File: config.mk
export PLATFORM = sky130hd
export DESIGN_NAME = commit_register_file
export DESIGN_NICKNAME = d
export VERILOG_FILES = /design/src/rtl/commit_register_file.sv
export SDC_FILE = /design/constraint.sdc
export NUM_CORES = 2
export LEC_CHECK = 0
export CAP_MARGIN = 20
export CORE_AREA = 3 3 246 248
export CTS_CLUSTER_DIAMETER = 50
export DETAILED_ROUTE_END_ITERATION = 6
export DIE_AREA = 0 0 249 251
export PLACE_DENSITY = 0.81
export SETUP_SLACK_MARGIN = 0.1
export SLEW_MARGIN = 20
export SYNTH_ARGS = -nofsm -noshare
export SYNTH_HDL_FRONTEND = slang
export SYNTH_SLANG_ARGS = --single-unit
File: constraint.sdc
create_clock -name clk -period 4.8 [get_ports clk]
set_input_delay 1.44 -clock clk [delete_from_list [all_inputs] [get_ports clk]]
set_output_delay 1.44 -clock clk [all_outputs]
set_load 0.005 [all_outputs]
File: src/rtl/commit_register_file.sv
// ============================================================================
// Module   : commit_register_file
// Purpose  : General-purpose register file and status register written by the
//            writeback commit interface. Two register commit ports (result
//            and auto-increment), one PSR commit port, three combinational
//            read ports and a pending-write scoreboard for decode.
// Options  : COMMIT_REGFILE_BYPASS_EN - forward same-cycle commits to the
//            read ports (result > auto-increment > array).
// Revision : 1.0 - initial release
// ============================================================================
`default_nettype none

module commit_register_file #(
  parameter int NUM_REGS   = 16,
  parameter int WORD_WIDTH = 32,
  parameter int FLAG_WIDTH = 4,
  localparam int TAG_W     = $clog2(NUM_REGS)
) (
  input  logic                  clk,
  input  logic                  resetN,
  input  logic [TAG_W-1:0]      resultCommitRegTag,
  input  logic [WORD_WIDTH-1:0] resultCommitValue,
  input  logic [TAG_W-1:0]      autoIncCommitRegTag,
  input  logic [WORD_WIDTH-1:0] autoIncCommitValue,
  input  logic [FLAG_WIDTH-1:0] psrCommitValue,
  input  logic                  psrCommitEnable,
  input  logic [TAG_W-1:0]      readRegTagA,
  input  logic [TAG_W-1:0]      readRegTagB,
  input  logic [TAG_W-1:0]      readRegTagC,
  output logic [WORD_WIDTH-1:0] readValueA,
  output logic [WORD_WIDTH-1:0] readValueB,
  output logic [WORD_WIDTH-1:0] readValueC,
  output logic [FLAG_WIDTH-1:0] psrValue,
  input  logic [TAG_W-1:0]      issueRegTag,
  input  logic                  issueEnable,
  output logic [NUM_REGS-1:0]   pendingMask
);

  logic [WORD_WIDTH-1:0] regs_q [NUM_REGS];
  logic [WORD_WIDTH-1:0] regs_d [NUM_REGS];
  logic [FLAG_WIDTH-1:0] psr_q, psr_d;
  logic [NUM_REGS-1:0]   pend_q, pend_d;

  logic [TAG_W-1:0]      readTag [3];
  logic [WORD_WIDTH-1:0] readVal [3];

  // Next-state of the array: auto-increment first so the result port
  // overrides it when both commits name the same register.
  always_comb begin
    for (int i = 0; i < NUM_REGS; i++) begin
      regs_d[i] = regs_q[i];
    end
    if (autoIncCommitRegTag != '0) begin
      regs_d[autoIncCommitRegTag] = autoIncCommitValue;
    end
    if (resultCommitRegTag != '0) begin
      regs_d[resultCommitRegTag] = resultCommitValue;
    end
    regs_d[0] = '0;
  end

  // PSR loads only on its strobe.
  always_comb begin
    psr_d = psr_q;
    if (psrCommitEnable) begin
      psr_d = psrCommitValue;
    end
  end

  // Scoreboard: commits clear, then an issue sets, so a re-issue of the
  // register being committed stays pending for the newer producer.
  always_comb begin
    pend_d = pend_q;
    pend_d[resultCommitRegTag]  = 1'b0;
    pend_d[autoIncCommitRegTag] = 1'b0;
    if (issueEnable) begin
      pend_d[issueRegTag] = 1'b1;
    end
    pend_d[0] = 1'b0;
  end

  // State registers with asynchronous active-low reset.
  always_ff @(posedge clk or negedge resetN) begin
    if (!resetN) begin
      for (int i = 0; i < NUM_REGS; i++) begin
        regs_q[i] <= '0;
      end
      psr_q  <= '0;
      pend_q <= '0;
    end else begin
      for (int i = 0; i < NUM_REGS; i++) begin
        regs_q[i] <= regs_d[i];
      end
      psr_q  <= psr_d;
      pend_q <= pend_d;
    end
  end

  assign readTag[0] = readRegTagA;
  assign readTag[1] = readRegTagB;
  assign readTag[2] = readRegTagC;

  // Read ports: array contents, optionally overridden by same-cycle commits.
  // Tag 0 always reads zero and is never forwarded.
  always_comb begin
    for (int p = 0; p < 3; p++) begin
      readVal[p] = regs_q[readTag[p]];
`ifdef COMMIT_REGFILE_BYPASS_EN
      if (autoIncCommitRegTag != '0 && autoIncCommitRegTag == readTag[p]) begin
        readVal[p] = autoIncCommitValue;
      end
      if (resultCommitRegTag != '0 && resultCommitRegTag == readTag[p]) begin
        readVal[p] = resultCommitValue;
      end
`else
      // Array-only reads: a commit becomes visible after the next edge.
`endif
      if (readTag[p] == '0) begin
        readVal[p] = '0;
      end
    end
  end

  assign readValueA  = readVal[0];
  assign readValueB  = readVal[1];
  assign readValueC  = readVal[2];
  assign psrValue    = psr_q;
  assign pendingMask = pend_q;

endmodule

`default_nettype wire
==> metrics.md <==
| Metric | Value |
|---|---|
| Outcome | completed |
| CORE AREA | 58690 um^2 |
| Final hold slack | 501.3 ps |
| Post-layout util | 75.17% |
| Mapped cell area | 35560 um^2 |
| Skew-Pair Late Insertion Delay | 620 ps |
| GPL Wtd Cong | 0.9486 |
| Startpoint Class | primary input |
| Syn Inst Count | 3497 |
| Reg2reg setup slack | 3150 ps |
| Drt total wl | 147600 um |
| Row count | 89 |
| Layout cells sized above 1 | 25.93% |
| Post-detail-place hpwl | 82170 um |
| Clock skew | 0 ps |
| Die width | 249 um |
| Hold Fails Final Rpt | 0 |
| Fin Setup TNS | 0 ps |
| Synth Flop Type | dfrtp_1 |
| Die Area | 62500 um^2 |
| Arr. time, crit path | 3290 ps |
| Critical Path RT | 3360 ps |
| Pint | 11060 uW |
| Area contributors post-synth | dfrtp_1 (35%), mux2i_1 (16%), mux4_2 (13%), mux2_2 (6.2%), nand2_1 (5.0%) |
| Mapped Avg Cell Area | 10.17 um^2 |
| Starting Density | 60.59% |
| Total CTS buffers | 68 |
| Remaining DRCs | 0 |
| Sw power | 5751 uW |
| Sequential power share | 36.9% |
| Max Slew Vio Count | 0 |
| Finish-stage setup viols | 0 |
| Remaining global-route overflow | 0 |
| RSZ-0062 raised after global routing | true |
| Power Total | 16810 uW |
| Routed len/inst | 32.39 um |
| Slew margin rel. | 32.17% |
| Max-cap violations | 0 |
| First-pass GRT wire length | 214100 um |
| Synth unique cells | 39 |
| Maximum clock frequency | 211.6 MHz |
| CTS root buffer | clkbuf_16 |
| Die height | 251 um |
| Worst vdd ir | 0.0002829 V |
| Yosys top cell by area | dfrtp_1 |
| Seq/Total Area, Yosys | 35.12% |
| Layout fillers | 3444 |
| Worst-Margin Slew | 1017 ps |
| Largest net degree at the start of global routing | 103 |
| First DRT Iteration DRCs | 6049 |
| Power Dens Cells | 381.0 nW/um^2 |
| Ys async rst share | 100.0% |
| FF+latch count, synth | 499 |
| Leak pwr | 0.01851 uW |
| GRT Util Overall | 45.01% |
| Final #Nets | 3826 |
| Hold crit path type | flip-flop to flip-flop |
| Routed vias/inst | 7.674 |
| Commonest cells after routing, fill and taps aside | mux2i_1 (565), dfrtp_1 (499), nand2_1 (469) |
| Clock sink total | 499 |
| Crit. End Element | output port |
| Antenna Nets Post-Route | 0 |
| Min Tclk post-route | 4726 ps |
| Synth warn | 0 |
| Area Growth Syn to Fin | 24.07% |
| Commonest non-fill, non-tap cell in the layout | mux2i_1 |
| Clock-pin transition on the worst setup and hold timing paths | 50 ps |
| Initial antenna violation count | 7 |
| Sw Share | 34.21% |
| WHS Path Cells | 1 |
| PortBufs | 210 |
| Via Count | 34980 |
| Yosys top cell area share | 35.12% |
| Clock power share | 32.1% |
| CP max FO | 7 |
| Worst R2R Path Depth | 2 |
| Gate power share | 30.9% |
| Post-synth EDFFs | 0 |
| CTS tree | built |
| Final worst-path cycle share | 98.45% |
| Longest Clk Path Bufs | 3 |
| Synth Net Count | 3593 |
| CP Class | primary input to output port |
| First-pass iteration count of the detailed router | 7 |
| I/O pins | 212 |
| # H-tree levels | 3 |
| Vias in the first global route | 34370 |
==> what timing repair did <==
action,CTS,global route
pin swaps,30,9
buffers inserted,17,20
gates resized for setup,253,31
cloned,22,1
hold buffers,0,0
endpoints found under the setup margin,96,21
==> state kept, by name, summed over array words and instances, names as in the netlist <==
signal / count
regs_q: 480
pendingMask: 15
psrValue: 4
==> path summary, 6_finish.rpt <==
kind / start / end
setup / recovery: readRegTagC[0] / readValueC[14]
hold / removal: psrValue[3]$_DFFE_PN0P_ / psrValue[3]$_DFFE_PN0P_
setup reg to reg: regs_q[92]$_DFF_PN0_ / regs_q[92]$_DFF_PN0_
hold reg to reg: psrValue[3]$_DFFE_PN0P_ / psrValue[3]$_DFFE_PN0P_
max in group asynchronous: resetN / regs_q[192]$_DFF_PN0_
min in group asynchronous: resetN / regs_q[464]$_DFF_PN0_
==> critical path: stages <==
cell and delay [ps]:
buf_16 150, bufbuf_16 300, mux2_2 370, o221ai_4 280, nand2_1 100, a221o_1 360
dlygate4sd2_1 270
==> logic make-up (layout without fill, tap and decap cells) <==
kind of cell    Yosys count  count (layout)  share of synthesized area, %
flops                   499             499                         35.12
compound gates          817             817                         14.50
mux                     966             966                         34.99
simple gates            830             830                         10.34
buf+inv                 384             666                         5.042
other cells               1               7                       0.01055
==> synth_stat cells, types with 49 or more instances <==
master and n:
a21oi_1 202, a221o_1 49, a22o_1 53, buf_2 64, buf_4 54, clkbuf_1 243
dfrtp_1 499, mux2_2 196, mux2i_1 568, mux4_2 202, nand2_1 469, nor2_1 172
nor2b_1 56, o21ai_0 317, o221ai_1 49
==> layer usage <==
| metal | share of wire (%) | vias to the layer above | track usage (%) |
|---|---|---|---|
| li1 | - | 13510 | - |
| met4 | 9.9 | 0 | 34.83 |
| met3 | 16 | 1304 | 17.35 |
| met1 | 32 | 16350 | 54.13 |
| met2 | 42 | 3816 | 65.33 |
| met5 | 0 | - | 0 |
==> cell type report <==
class                   count  area, um^2  share of cell area (%)
inverters                   6       25.02                 0.05672
clock inverters            35       440.4                  0.9983
clock buffers              84        1886                   4.274
diodes                      6       15.01                 0.03403
multi-input cells        2614       22040                   49.96
repair buffers            541        6254                   14.18
well taps                 773       967.2                   2.192
flip-flops and latches    499       12490                   28.30
==> per-stage QoR <==
stage / instances / area [um^2] / setup WS (ps)
after detailed placement: 4373 / 39920 / -325.3
after global placement: 4373 / 39920 / -369.0
final: 4558 / 44120 / 74.19
after floorplan: 3497 / 35560 / 501.8
after CTS: 4531 / 43770 / 11.15
after global routing: 4557 / 44110 / 79.46
==> power groups by stage <==
stage | sequential (uW) | clock (uW) | combinational (uW)
2_1_floorplan | 5780 | 0 | 3100
3_3_place_gp | 6030 | 0 | 4550
3_5_place_dp | 6100 | 0 | 4690
4_1_cts | 6060 | 5330 | 4870
5_1_grt | 6260 | 5540 | 5430
6_report | 6210 | 5400 | 5200
Note: power is estimated with default switching activity, not from simulation.
